$ cat src/rtl/display_scanner_pkg.sv
// Shared clock-display definitions: digit count, segment widths and the
// digit-index type used by the multiplexed display scanner.
package display_scanner_pkg;

   localparam int DIGITS  = 5;
   localparam int SEG_W   = 8;
   localparam int FRAME_W = DIGITS * SEG_W;

   typedef logic [2:0] digit_idx_t;

   localparam digit_idx_t LAST_DIGIT = digit_idx_t'(DIGITS - 1);

endpackage

$ cat src/rtl/scan_prescaler.sv
// Modulo-N counter with enable; tc flags the enabled cycle on which the
// count wraps from N-1 back to 0.
module scan_prescaler #(
   parameter  int N = 2,
   localparam int W = (N > 1) ? $clog2(N) : 1
) (
   input  logic         clk,
   input  logic         rst,
   input  logic         en,
   output logic [W-1:0] cnt,
   output logic         tc
);

   localparam logic [W-1:0] LAST = W'(N - 1);

   assign tc = en && (cnt == LAST);

   always_ff @(posedge clk or posedge rst) begin
      if (rst)
         cnt <= '0;
      else if (en)
         cnt <= tc ? '0 : cnt + 1'b1;
   end

endmodule

$ cat src/rtl/display_scanner.sv
// Five-digit multiplexed seven-segment scanner with anti-ghost blanking,
// tear-free frame double buffering and per-digit blinking.
module display_scanner
   import display_scanner_pkg::*;
#(
   parameter int SCAN_DIV     = 50000,
   parameter int BLANK_CYC    = 500,
   parameter int BLINK_FRAMES = 100
) (
   input  logic               clk,
   input  logic               rst,
   input  logic [FRAME_W-1:0] frame,
   input  logic               frame_load,
   input  logic [DIGITS-1:0]  blink_mask,
   output logic [SEG_W-1:0]   seg,
   output logic [DIGITS-1:0]  an,
   output logic               frame_done
);

   localparam int PW = (SCAN_DIV > 1) ? $clog2(SCAN_DIV) : 1;
   localparam int BW = (BLINK_FRAMES > 1) ? $clog2(BLINK_FRAMES) : 1;
   localparam logic [PW-1:0] BLANK_V = PW'(BLANK_CYC);

   logic [PW-1:0]                pcnt;
   logic                         slot_tc;
   logic [BW-1:0]                blink_cnt_unused;
   logic                         blink_tc;
   logic                         frame_wrap;
   logic                         wrap_q;
   digit_idx_t                   idx;
   logic [DIGITS-1:0][SEG_W-1:0] active_q;
   logic [FRAME_W-1:0]           pending_q;
   logic                         pending_valid;
   logic                         phase;
   logic [SEG_W-1:0]             seg_d;
   logic [DIGITS-1:0]            an_d;

   scan_prescaler #(.N(SCAN_DIV)) u_slot (
      .clk (clk),
      .rst (rst),
      .en  (1'b1),
      .cnt (pcnt),
      .tc  (slot_tc)
   );

   assign frame_wrap = slot_tc && (idx == LAST_DIGIT);

   // Same counter type, stepped once per completed frame, paces the blink.
   scan_prescaler #(.N(BLINK_FRAMES)) u_blink (
      .clk (clk),
      .rst (rst),
      .en  (frame_wrap),
      .cnt (blink_cnt_unused),
      .tc  (blink_tc)
   );

   always_comb begin
      an_d  = '0;
      seg_d = '0;
      if (pcnt >= BLANK_V) begin
         an_d[idx] = 1'b1;
         if (!(phase && blink_mask[idx]))
            seg_d = active_q[idx];
      end
   end

   always_ff @(posedge clk or posedge rst) begin
      if (rst) begin
         idx           <= '0;
         active_q      <= '0;
         pending_q     <= '0;
         pending_valid <= 1'b0;
         phase         <= 1'b0;
         seg           <= '0;
         an            <= '0;
         wrap_q        <= 1'b0;
         frame_done    <= 1'b0;
      end else begin
         if (slot_tc)
            idx <= (idx == LAST_DIGIT) ? '0 : idx + 3'd1;

         // Active frame only changes between scans so a digit never tears;
         // a load landing on the wrap itself bypasses the pending buffer.
         if (frame_wrap) begin
            pending_valid <= 1'b0;
            if (frame_load)
               active_q <= frame;
            else if (pending_valid)
               active_q <= pending_q;
         end else if (frame_load) begin
            pending_q     <= frame;
            pending_valid <= 1'b1;
         end

         if (blink_tc)
            phase <= ~phase;

         seg        <= seg_d;
         an         <= an_d;
         wrap_q     <= frame_wrap;
         frame_done <= wrap_q;
      end
   end

endmodule

$ cat config.mk
export PLATFORM = sky130hd
export DESIGN_NAME = display_scanner
export DESIGN_NICKNAME = d
export VERILOG_FILES = /design/src/rtl/display_scanner_pkg.sv /design/src/rtl/scan_prescaler.sv /design/src/rtl/display_scanner.sv
export SDC_FILE = /design/constraint.sdc
export NUM_CORES = 1
export LEC_CHECK = 0
export ABC_AREA = 1
export BUFFER_PORTS_ARGS = -buffer_cell sky130_fd_sc_hd__buf_2
export CAP_MARGIN = 10
export CORE_MARGIN = 5
export CORE_UTILIZATION = 50
export DETAILED_ROUTE_END_ITERATION = 16
export PLACE_DENSITY = 0.71
export SLEW_MARGIN = 20
export SYNTH_ARGS = -nofsm -noshare
export SYNTH_HDL_FRONTEND = slang
export SYNTH_SLANG_ARGS = --single-unit
$ cat constraint.sdc
create_clock -name clk -period 5.9 [get_ports clk]
set_input_delay 0.59 -clock clk [delete_from_list [all_inputs] [get_ports clk]]
set_output_delay 0.59 -clock clk [all_outputs]
set_load 0.02 [all_outputs]
==> results by group, run 1 <==
Floorplan
  • Placeable core region: 12500 um2
  • Row count: 41
  • Y dimension of the die: 122 um
  • I/O pins: 62
  • Starting density of the core: 50.4%
  • Overall die width: 122 um
  • Total die area: 14900 um2

Logic synthesis
  • Mean instance size in the synthesized netlist: 9.35 um2
  • Yosys warns: 0
  • Synth Instances: 672
  • Synthesized Nets: 725
  • Primary flip-flop cell chosen by synthesis mapping: sky130_fd_sc_hd__dfrtp_1
  • Number of enable-type register cells in the synthesized netlist: 0
  • Flip-flop and latch count after synthesis: 123
  • Proportion of synthesized flip-flops having asynchronous set or reset: 100%
  • Cell area after technology mapping: 6280 um2
  • Sequential area share after synthesis: 49.0%
  • Count of unique library cells instantiated by Yosys: 36

Finish
  • Antenna fix cells: 0
  • Highest-count cells in the layout ignoring fill and taps: sky130_fd_sc_hd__nand2_1, sky130_fd_sc_hd__dfrtp_1, sky130_fd_sc_hd__nor2_1
  • Non-filler cells in the finished layout: 910
  • Layout fillers: 1099
  • Leading cell type in the layout, fill and taps excluded: sky130_fd_sc_hd__nand2_1
  • Layout cell share with drive strength beyond 1: 26.0%
  • Net count reported at finish: 779
  • Util after Layout: 57.1%
  • Area growth, synth to finish: 13.3%

Clocking
  • Cell at the root of the clock tree: sky130_fd_sc_hd__clkbuf_16
  • Number of hold buffers added after CTS: 0
  • Sink Count: 123
  • TritonCTS clock tree: yes
  • H-Tree Level Count: 4
  • Maximum count of clock buffers along a single path: 2
  • CTS buffer count: 17
  • Clock Latency Late Sink: 0.41 ns
  • Number of buffers added for setup after CTS: 0
  • Register clock-pin slew on the reported worst setup and hold paths: 0.05 ns
  • Post-CTS Resized: 0

Critical path
  • CP required: 6.19 ns
  • CP endpoint kind: flip-flop
  • Peak fanout along the critical path: 47
  • Startpoint of the worst register-to-register path: idx[0]$_DFFE_PP0N_
  • Critical Path AT: 3.27 ns
  • CP Launch Type: flip-flop
  • Cell repeated most along the worst path: sky130_fd_sc_hd__nand2_1
  • CP Cell Sequence: clkinv_1 -> ha_1 -> nand2_1 -> inv_1 -> nand3_2 -> buf_4 -> nand2_2 -> nand2_1 -> nand2_1
  • Worst Setup Path Type: flip-flop to flip-flop
  • Crit path buffers/inverters: 3
  • Family of cells with the greatest summed delay on the critical path: simple AND/OR/NAND/NOR gates
  • Worst setup path startpoint: idx[0]$_DFFE_PP0N_
  • Critical-path top delay cell: sky130_fd_sc_hd__nand2_2
  • Largest stage delay on the critical path: 0.65 ns

STA
  • Endpoints failing setup: 0
  • Headroom to the max-slew limit: 35.6%
  • Min Clock Period, post-route: 2.97 ns
  • Final TNS setup: 0 ns
  • Clock skew after layout: 0.00678 ns
  • Final Hold Violating Endpoints: 0
  • Setup repair after global routing missed its margin: no
  • Max-slew violation count: 0
  • Measured slew at the worst slew-check pin: 0.965 ns
  • Share of the cycle needed by the critical path after routing: 50.4%
  • Maximum clock frequency: 0.336 GHz

Detailed routing
  • Post-DRT Antenna Nets: 0
  • Post-DR wirelength/cell: 14.9 um
  • Post-route DRC violation count: 0
  • Drt first pass iters: 5
  • Final Routed Wirelength: 13600 um
  • Number of DRC markers in iteration 0: 312
  • Routed vias: 4641
  • Detail-routed via count per cell: 5.10

GRT
  • Wire length of the first global-routing pass: 23000 um
  • Vias in the first global route: 4666
  • Remaining global-route overflow: 0
  • Number of antenna violations at the first check in global routing: 0
  • Maximum number of pins on one net before global-route repair: 81
  • Global router's overall resource usage: 19.7%

Pwr
  • P_leak: 3.73 nW
  • Power after layout: 0.00197 W
  • Cell Pwr Density: 277 nW/um2
  • Largest vdd supply drop: 0.193 mV

Status
  • Outcome: finished, final reports clean

Placement
  • Quantity of I/O buffers inserted on ports: 61
  • Cells after DPL: 879
  • Detailed placer's ending HPWL: 9360 um
  • Placer Congestion: 0.827

Run
  • Max cap viols: 0

Min path
  • Hold Path Class: input port to async pin
[metrics by stage]
| stage | worst slack (ns) | hold slack, ns | area [um2] |
|---|---|---|---|
| 2_1_floorplan | 2.04 | 0.331 | 6280 |
| 3_3_place_gp | 3.04 | 0.336 | 6570 |
| 3_5_place_dp | 2.90 | 0.336 | 6570 |
| 4_1_cts | 2.89 | 0.318 | 7120 |
| 5_1_grt | 2.60 | 0.353 | 7120 |
| 6_report | 2.93 | 0.298 | 7120 |
[final cells by class]
cell class | count | area (um2) | area share [%]
clock buffer | 22 | 484 | 6.80
clock inverter | 9 | 70.1 | 0.984
inverter | 42 | 160 | 2.25
multi-input combinational | 477 | 2780 | 39.0
sequential | 123 | 3080 | 43.2
tap | 172 | 215 | 3.02
timing repair buffer | 65 | 338 | 4.74
[path summary, 6_finish.rpt]
check | to | slack (ns) | depth (start not counted)
worst max register to register | pending_q[27]$_DFFE_PP0P_ | 2.93 | 9
max in group asynchronous | active_q[6]$_DFFE_PP0P_ | 4.25 | 3
worst min register to register | frame_done$_DFF_PP0_ | 0.34 | 0
min in group clk | frame_done$_DFF_PP0_ | 0.34 | 0
worst max-delay path | pending_q[27]$_DFFE_PP0P_ | 2.93 | 9
worst min-delay path | pending_q[6]$_DFFE_PP0P_ | 0.30 | 2
[Yosys cell counts (2+ instances only)]
master	instances	area, um2
sky130_fd_sc_hd__buf_2	11	55.1
sky130_fd_sc_hd__buf_4	2	15.0
sky130_fd_sc_hd__buf_6	14	158
sky130_fd_sc_hd__buf_8	3	45.0
sky130_fd_sc_hd__dfrtp_1	123	3080
sky130_fd_sc_hd__ha_1	5	62.6
sky130_fd_sc_hd__inv_1	38	143
sky130_fd_sc_hd__inv_2	3	11.3
sky130_fd_sc_hd__mux2i_1	40	400
sky130_fd_sc_hd__nand2_1	198	743
sky130_fd_sc_hd__nand2_2	6	37.5
sky130_fd_sc_hd__nand3_1	25	125
sky130_fd_sc_hd__nand3_2	36	360
sky130_fd_sc_hd__nand3b_1	2	15.0
sky130_fd_sc_hd__nand4_1	8	50.1
sky130_fd_sc_hd__nor2_1	69	259
sky130_fd_sc_hd__nor2_2	2	12.5
sky130_fd_sc_hd__nor2_8	2	40.0
sky130_fd_sc_hd__nor3_1	5	25.0
sky130_fd_sc_hd__o21ai_0	9	45.0
sky130_fd_sc_hd__o21ai_2	40	350
sky130_fd_sc_hd__or2_0	4	25.0
sky130_fd_sc_hd__or2_2	4	25.0
sky130_fd_sc_hd__xnor2_1	2	17.5
sky130_fd_sc_hd__xor2_1	10	87.6
[routing by layer]
layer | GRT usage, % | vias to the layer above | share of wire, %
met1 | 25.7 | 2227 | 45
met3 | 4.46 | 18 | 4.4
met2 | 32.1 | 120 | 49
met5 | 0 | - | 0
li1 | - | 2276 | -
met4 | 7.14 | 0 | 1.5
[power breakdown]
group | internal (W) | switching, W | total [W]
Clock | 0.000614 | 0.000357 | 0.000971
Sequential | 0.000869 | 0.0000135 | 0.000882
Combinational | 0.0000433 | 0.0000731 | 0.000116
[cell families after synthesis]
family / count (synthesis) / synth area share, %
simple gates: 365 / 28.1
compound gates: 55 / 6.99
xor+xnor: 12 / 1.67
mux: 40 / 6.37
flops: 123 / 49.0
fa+ha+maj: 5 / 0.996
buf+inv: 72 / 6.85
[state kept, by name, indices dropped and copies added, names as in the netlist]
name           flops
active_q          40
an                 5
frame_done         1
idx                3
pending_q         40
pending_valid      1
phase              1
seg                8
u_blink.cnt        7
u_slot.cnt        16
wrap_q             1
Note: power is estimated with default switching activity, not from simulation.
==> inputs of run 2 (changes only) <==
--- a/config.mk
+++ b/config.mk
@@ -5,13 +5,13 @@
 export SDC_FILE = /design/constraint.sdc
 export NUM_CORES = 1
 export LEC_CHECK = 0
-export ABC_AREA = 1
+export ABC_AREA = 0
 export BUFFER_PORTS_ARGS = -buffer_cell sky130_fd_sc_hd__buf_2
 export CAP_MARGIN = 10
 export CORE_MARGIN = 5
 export CORE_UTILIZATION = 50
 export DETAILED_ROUTE_END_ITERATION = 16
-export PLACE_DENSITY = 0.71
+export PLACE_DENSITY = 0.74
 export SLEW_MARGIN = 20
 export SYNTH_ARGS = -nofsm -noshare
 export SYNTH_HDL_FRONTEND = slang
==> constraint.sdc (replaced) <==
create_clock -name clk -period 2.65 [get_ports clk]
set_input_delay 0.265 -clock clk [delete_from_list [all_inputs] [get_ports clk]]
set_output_delay 0.265 -clock clk [all_outputs]
set_load 0.02 [all_outputs]
==> run 2 against run 1 <==
  * Core utilization grew 3.5 points
  * Via count is 9.8% lower
  * Worst hold slack got worse by 0.26 ns
  * Register-to-register slack worse by 2.7 ns
==> results by group, run 2 <==
Status
  • Outcome: finished, final reports clean

GRT
  • Remaining global-route overflow: 0
  • Wire length of the first global-routing pass: 21700 um
  • Vias in the first global route: 4301
  • Maximum number of pins on one net before global-route repair: 82
  • Global router's overall resource usage: 19.5%
  • Number of antenna violations at the first check in global routing: 0

Critical path
  • Crit path buffers/inverters: 1
  • CP endpoint kind: flip-flop
  • Capture instance of the worst register-to-register path: active_q[23]$_DFFE_PP0P_
  • Critical-path top delay cell: sky130_fd_sc_hd__or4_1
  • Critical Path AT: 2.68 ns
  • CP Cell Sequence: nand4b_1 -> or4_1 -> or3_2 -> buf_12 -> mux2_4
  • Worst Setup Path Type: flip-flop to flip-flop
  • CP required: 2.94 ns
  • Register-to-Register Setup Slack: 0.26 ns
  • Largest stage delay on the critical path: 0.53 ns
  • Reg2Reg Depth: 5
  • CP Launch Type: flip-flop
  • Startpoint of the worst register-to-register path: u_slot.cnt[7]$_DFF_PP0_
  • Peak fanout along the critical path: 40
  • Family of cells with the greatest summed delay on the critical path: simple AND/OR/NAND/NOR gates

Logic synthesis
  • Primary flip-flop cell chosen by synthesis mapping: sky130_fd_sc_hd__dfrtp_1
  • Sequential area share after synthesis: 52.9%
  • Number of enable-type register cells in the synthesized netlist: 0
  • Synthesized Nets: 575
  • Synth Instances: 522
  • Most frequent cell after synthesis: sky130_fd_sc_hd__dfrtp_1
  • Yosys warns: 0
  • Area fraction of the dominant cell type after synthesis: 52.9%
  • Yosys top cell by area: sky130_fd_sc_hd__dfrtp_1
  • Flip-flop and latch count after synthesis: 123
  • Proportion of synthesized flip-flops having asynchronous set or reset: 100%
  • Mean instance size in the synthesized netlist: 11.1 um2
  • Cell area after technology mapping: 5820 um2
  • Ranking of synthesized cells by area: sky130_fd_sc_hd__dfrtp_1, sky130_fd_sc_hd__mux2_4, sky130_fd_sc_hd__o2bb2ai_1
  • Count of unique library cells instantiated by Yosys: 49
  • Most numerous cell types in the synthesized netlist: sky130_fd_sc_hd__dfrtp_1, sky130_fd_sc_hd__nand2_1, sky130_fd_sc_hd__inv_1, sky130_fd_sc_hd__o21ai_0

Pwr
  • Cell Pwr Density: 684 nW/um2
  • Power after layout: 0.00474 W
  • Clock network fraction of total power: 50.7%
  • Gate power share: 6.4%
  • Switching component of the power: 0.00101 W
  • Share of total power consumed by net switching: 21.2%
  • Largest vdd supply drop: 0.659 mV
  • P_leak: 3.38 nW
  • Sequential share of power: 42.9%
  • Internal power component: 0.00373 W

Clocking
  • Register clock-pin slew on the reported worst setup and hold paths: 0.05 ns
  • Post-CTS Resized: 0
  • H-Tree Level Count: 4
  • Sink Count: 123
  • Clock Latency Late Sink: 0.42 ns
  • Number of buffers added for setup after CTS: 0
  • Maximum count of clock buffers along a single path: 2
  • CTS buffer count: 17
  • Number of hold buffers added after CTS: 0
  • Cell at the root of the clock tree: sky130_fd_sc_hd__clkbuf_16
  • TritonCTS clock tree: yes

STA
  • Min Clock Period, post-route: 2.39 ns
  • Max-slew violation count: 0
  • Final TNS setup: 0 ns
  • Setup repair after global routing missed its margin: no
  • Share of the cycle needed by the critical path after routing: 90.1%
  • Headroom to the max-slew limit: 38.9%
  • Measured slew at the worst slew-check pin: 0.914 ns
  • Endpoints failing setup: 0
  • Maximum clock frequency: 0.419 GHz
  • Clock skew after layout: 0.00774 ns
  • Final WS setup: 0.263 ns
  • Final Hold Violating Endpoints: 0

Detailed routing
  • Post-DRT Antenna Nets: 0
  • Drt first pass iters: 5
  • Final Routed Wirelength: 12900 um
  • Routed length on met2: 6180 um
  • Routed metal-1 wire length: 5630 um
  • Detail-routed via count per cell: 5.67
  • Post-DR wirelength/cell: 17.4 um
  • Met3 routed WL: 792 um
  • DR top layer: met4
  • Routed vias: 4187
  • Post-route DRC violation count: 0
  • Number of DRC markers in iteration 0: 354

Finish
  • Largest registers: active_q x40, pending_q x40, u_slot.cnt x16
  • Final Cell Area: 6920 um2
  • Leading cell type in the layout, fill and taps excluded: sky130_fd_sc_hd__dfrtp_1
  • Highest-count cells in the layout ignoring fill and taps: sky130_fd_sc_hd__dfrtp_1, sky130_fd_sc_hd__buf_2, sky130_fd_sc_hd__nand2_1
  • Layout cell share with drive strength beyond 1: 26.6%
  • Net count reported at finish: 637
  • Antenna fix cells: 0
  • Area growth, synth to finish: 18.9%

Floorplan
  • I/O pins: 62
  • Starting density of the core: 51.0%
  • Overall die width: 118 um
  • Y dimension of the die: 118 um
  • Placeable core region: 11400 um2
  • Total die area: 13900 um2
  • Row count: 39

Placement
  • Detailed placer's ending HPWL: 8540 um
  • Placer Congestion: 0.881
  • DP Area: 6310 um2
  • Worst Setup Slack post-DPL: 0.300 ns
  • Quantity of I/O buffers inserted on ports: 61

Run
  • Max cap viols: 0

Min path
  • Hold Path Class: input port to async pin
[run 2: cell count changes after synthesis, sizes merged, moves of 6 or more]
cell     change
nand2      -152
mux2        +44
mux2i       -36
xnor2        +6
buf         -15
nand3       -49
or2          -8
o2bb2ai     +40
nor2        -51
a22oi        +7
clkbuf      +18
[run 2: layout make-up]
type | count | area, um2
fillers | 936 | 4500
flip-flops and latches | 123 | 3080
multi-input cells | 319 | 2410
repair buffers | 76 | 468
clock buffers | 22 | 464
inverters | 47 | 180
well taps | 143 | 179
clock inverters | 8 | 143
[run 2: cell families (layout without fill, tap and decap cells)]
group,count (synthesis),count (layout),synth area share [%]
xor gates and xnor gates,17,17,2.56
buffers and inverters,80,153,5.85
AOI/OAI and AO/OA,112,112,13.2
adders and majority gates,5,5,1.08
muxes,52,52,13.3
and+or+nand+nor,133,133,11.1
DFF,123,123,52.9
[run 2: power by group through the flow]
stage	combinational, W	sequential [W]	clock [W]
CTS	0.000309	0.00203	0.00243
finish	0.000303	0.00203	0.00240
global route	0.000344	0.00204	0.00252
global placement	0.000296	0.00206	0
floorplan	0.000213	0.00204	0
detailed placement	0.000307	0.00206	0
[run 2: layer usage]
metal  vias to the layer above  track usage, %
met2                       147            30.4
met3                        25            6.87
li1                       1954               -
met1                      2061            25.0
met4                         0            7.53
met5                         -               0
[run 2: through the flow]
stage / util (%) / hold slack, ns / cells
floorplan: - / 0.331 / 522
global placement: 55.3 / 0.340 / 708
detailed placement: 55.3 / 0.340 / 708
CTS: 60.6 / 0.0529 / 738
global route: 60.6 / 0.0935 / 738
finish: 60.6 / 0.0337 / 738
[run 2: worst reg2reg max path: stages (launching register included)]
cell,delay [ns]
sky130_fd_sc_hd__dfrtp_1,0.42
sky130_fd_sc_hd__nand4b_1,0.21
sky130_fd_sc_hd__or4_1,0.53
sky130_fd_sc_hd__or3_2,0.53
sky130_fd_sc_hd__buf_12,0.22
sky130_fd_sc_hd__mux2_4,0.36
[run 2: how the worst max path moves through the flow]
stage / slack [ns] / startpoint / depth (start not counted) / to
2_1_floorplan: 0.09 / idx[1]$_DFFE_PP0N_ / 10 / active_q[0]$_DFFE_PP0P_
3_3_place_gp: 0.35 / u_slot.cnt[9]$_DFF_PP0_ / 5 / active_q[23]$_DFFE_PP0P_
3_5_place_dp: 0.30 / u_slot.cnt[7]$_DFF_PP0_ / 5 / active_q[20]$_DFFE_PP0P_
4_1_cts: 0.28 / u_slot.cnt[7]$_DFF_PP0_ / 5 / active_q[23]$_DFFE_PP0P_
5_1_grt: 0.18 / u_slot.cnt[7]$_DFF_PP0_ / 5 / active_q[23]$_DFFE_PP0P_
6_report: 0.26 / u_slot.cnt[7]$_DFF_PP0_ / 5 / active_q[23]$_DFFE_PP0P_
==> inputs of run 3 (changes only) <==
--- a/config.mk
+++ b/config.mk
@@ -11,7 +11,7 @@
 export CORE_MARGIN = 5
 export CORE_UTILIZATION = 50
 export DETAILED_ROUTE_END_ITERATION = 16
-export PLACE_DENSITY = 0.74
+export PLACE_DENSITY = 0.78
 export SLEW_MARGIN = 20
 export SYNTH_ARGS = -nofsm -noshare
 export SYNTH_HDL_FRONTEND = slang
==> run 3 against run 2 <==
  * The flow now finishes with violations (negative hold slack)
  * Sequential share of layout area down 0.11 points
  * Register-to-register slack about the same
  * Clock skew up 0.0014 ns
  * Highest routed layer unchanged
  * Count of clock-buffer cells in the layout up 2
  * Sequential cell count unchanged
  * Clock power about the same
==> results by group, run 3 (synthesized netlist as in run 2, its figures left out) <==
Pwr
  • Cell Pwr Density: 677 nW/um2
  • P_leak: 3.39 nW
  • Largest vdd supply drop: 0.794 mV

Min path
  • Hold Path Class: input port to async pin

Floorplan
  • I/O pins: 62
  • Placeable core region: 11400 um2
  • Row count: 39
  • Total die area: 13900 um2
  • Y dimension of the die: 118 um
  • Overall die width: 118 um
  • Starting density of the core: 51.0%

STA
  • Final WS setup: 0.276 ns
  • Final Hold Violating Endpoints: 2
  • Maximum clock frequency: 0.421 GHz
  • Setup repair after global routing missed its margin: no
  • Max-slew violation count: 0
  • Clock skew after layout: 0.00918 ns
  • Min Clock Period, post-route: 2.37 ns
  • Share of the cycle needed by the critical path after routing: 89.6%
  • Headroom to the max-slew limit: 46.5%
  • Endpoints failing setup: 0
  • Final hold slack: -0.00220 ns
  • Final TNS setup: 0 ns
  • Measured slew at the worst slew-check pin: 0.801 ns

Clocking
  • Post-CTS Resized: 0
  • Clock Latency Late Sink: 0.41 ns
  • H-Tree Level Count: 4
  • TritonCTS clock tree: yes
  • Register clock-pin slew on the reported worst setup and hold paths: 0.06 ns
  • Sink Count: 123
  • Number of buffers added for setup after CTS: 0
  • CTS buffer count: 17
  • Cell at the root of the clock tree: sky130_fd_sc_hd__clkbuf_16
  • Number of hold buffers added after CTS: 0
  • Maximum count of clock buffers along a single path: 2

GRT
  • Global router's overall resource usage: 19.8%
  • Wire length of the first global-routing pass: 22300 um
  • Number of antenna violations at the first check in global routing: 0
  • Remaining global-route overflow: 0
  • Vias in the first global route: 4410
  • Maximum number of pins on one net before global-route repair: 82

Status
  • Violated checks: negative hold slack
  • Outcome: complete, but fails checks

Critical path
  • Startpoint of the worst register-to-register path: u_slot.cnt[7]$_DFF_PP0_
  • Register-to-Register Setup Slack: 0.28 ns
  • Reg2Reg Depth: 5
  • Peak fanout along the critical path: 21
  • CP Launch Type: flip-flop
  • Critical Path AT: 2.66 ns
  • CP required: 2.94 ns
  • Worst Setup Path Type: flip-flop to flip-flop
  • CP endpoint kind: flip-flop
  • Capture instance of the worst register-to-register path: active_q[15]$_DFFE_PP0P_

Finish
  • Net count reported at finish: 638
  • Area growth, synth to finish: 19.2%
  • Leading cell type in the layout, fill and taps excluded: sky130_fd_sc_hd__dfrtp_1
  • Final Cell Area: 6940 um2
  • Highest-count cells in the layout ignoring fill and taps: sky130_fd_sc_hd__dfrtp_1, sky130_fd_sc_hd__buf_2, sky130_fd_sc_hd__nand2_1
  • Largest registers: active_q x40, pending_q x40, u_slot.cnt x16
  • Antenna fix cells: 0
  • Layout cell share with drive strength beyond 1: 26.8%

Detailed routing
  • Post-DRT Antenna Nets: 0
  • Final Routed Wirelength: 13000 um
  • Detail-routed via count per cell: 5.64
  • Routed vias: 4174
  • Post-route DRC violation count: 0
  • Number of DRC markers in iteration 0: 338
  • Drt first pass iters: 4
  • Post-DR wirelength/cell: 17.6 um

Placement
  • Detailed placer's ending HPWL: 8870 um
  • Placer Congestion: 0.892
  • DP Area: 6330 um2
  • Worst Setup Slack post-DPL: 0.312 ns
  • Quantity of I/O buffers inserted on ports: 61

Run
  • Max cap viols: 0
## run 3: cell count changes in the layout (fill, tap and decap cells not counted), sizes merged
| cell | change |
|---|---|
| buf | +1 |
| bufinv | -1 |
| clkbuf | +2 |
## run 3: how the worst max path moves through the flow
stage | start | endpoint | slack [ns] | cells past startpoint
finish | u_slot.cnt[7]$_DFF_PP0_ | active_q[15]$_DFFE_PP0P_ | 0.28 | 5
global route | u_slot.cnt[9]$_DFF_PP0_ | active_q[15]$_DFFE_PP0P_ | 0.21 | 5
CTS | u_slot.cnt[7]$_DFF_PP0_ | active_q[3]$_DFFE_PP0P_ | 0.29 | 5
detailed placement | u_slot.cnt[7]$_DFF_PP0_ | active_q[10]$_DFFE_PP0P_ | 0.31 | 5
global placement | u_slot.cnt[7]$_DFF_PP0_ | active_q[17]$_DFFE_PP0P_ | 0.35 | 5
floorplan | idx[1]$_DFFE_PP0N_ | active_q[0]$_DFFE_PP0P_ | 0.09 | 10
## run 3: per-layer routing
metal	part of all wire (%)	track usage, %
met1	43	24.9
met2	50	32.6
met3	5.5	5.38
met4	1.7	7.53
met5	0	0
## run 3: metrics by stage
stage	power (W)	util, %	instances
finish	0.00470	60.8	740
global route	0.00488	60.8	740
CTS	0.00473	60.8	740
detailed placement	0.00237	55.5	709
global placement	0.00235	55.5	709
floorplan	0.00225	-	522
## run 3: critical path, cell delays in order (launching register included)
cell,delay (ns)
sky130_fd_sc_hd__dfrtp_1,0.42
sky130_fd_sc_hd__nand4b_1,0.22
sky130_fd_sc_hd__or4_1,0.53
sky130_fd_sc_hd__or3_2,0.57
sky130_fd_sc_hd__buf_12,0.21
sky130_fd_sc_hd__mux2_4,0.31
## run 3: layout make-up
cell class / instances / area (um2)
well taps: 143 / 179
flip-flops and latches: 123 / 3080
inverters: 47 / 180
clock buffers: 24 / 492
clock inverters: 7 / 113
multi-input cells: 319 / 2410
repair buffers: 77 / 488
fillers: 906 / 4480
## run 3: where the power goes
part | leakage [nW] | switching [W] | internal (W)
clock | 0.296 | 0.000796 | 0.00157
sequential | 1.57 | 0.0000563 | 0.00197
combinational | 1.52 | 0.000155 | 0.000150
total | 3.39 | 0.00101 | 0.00369
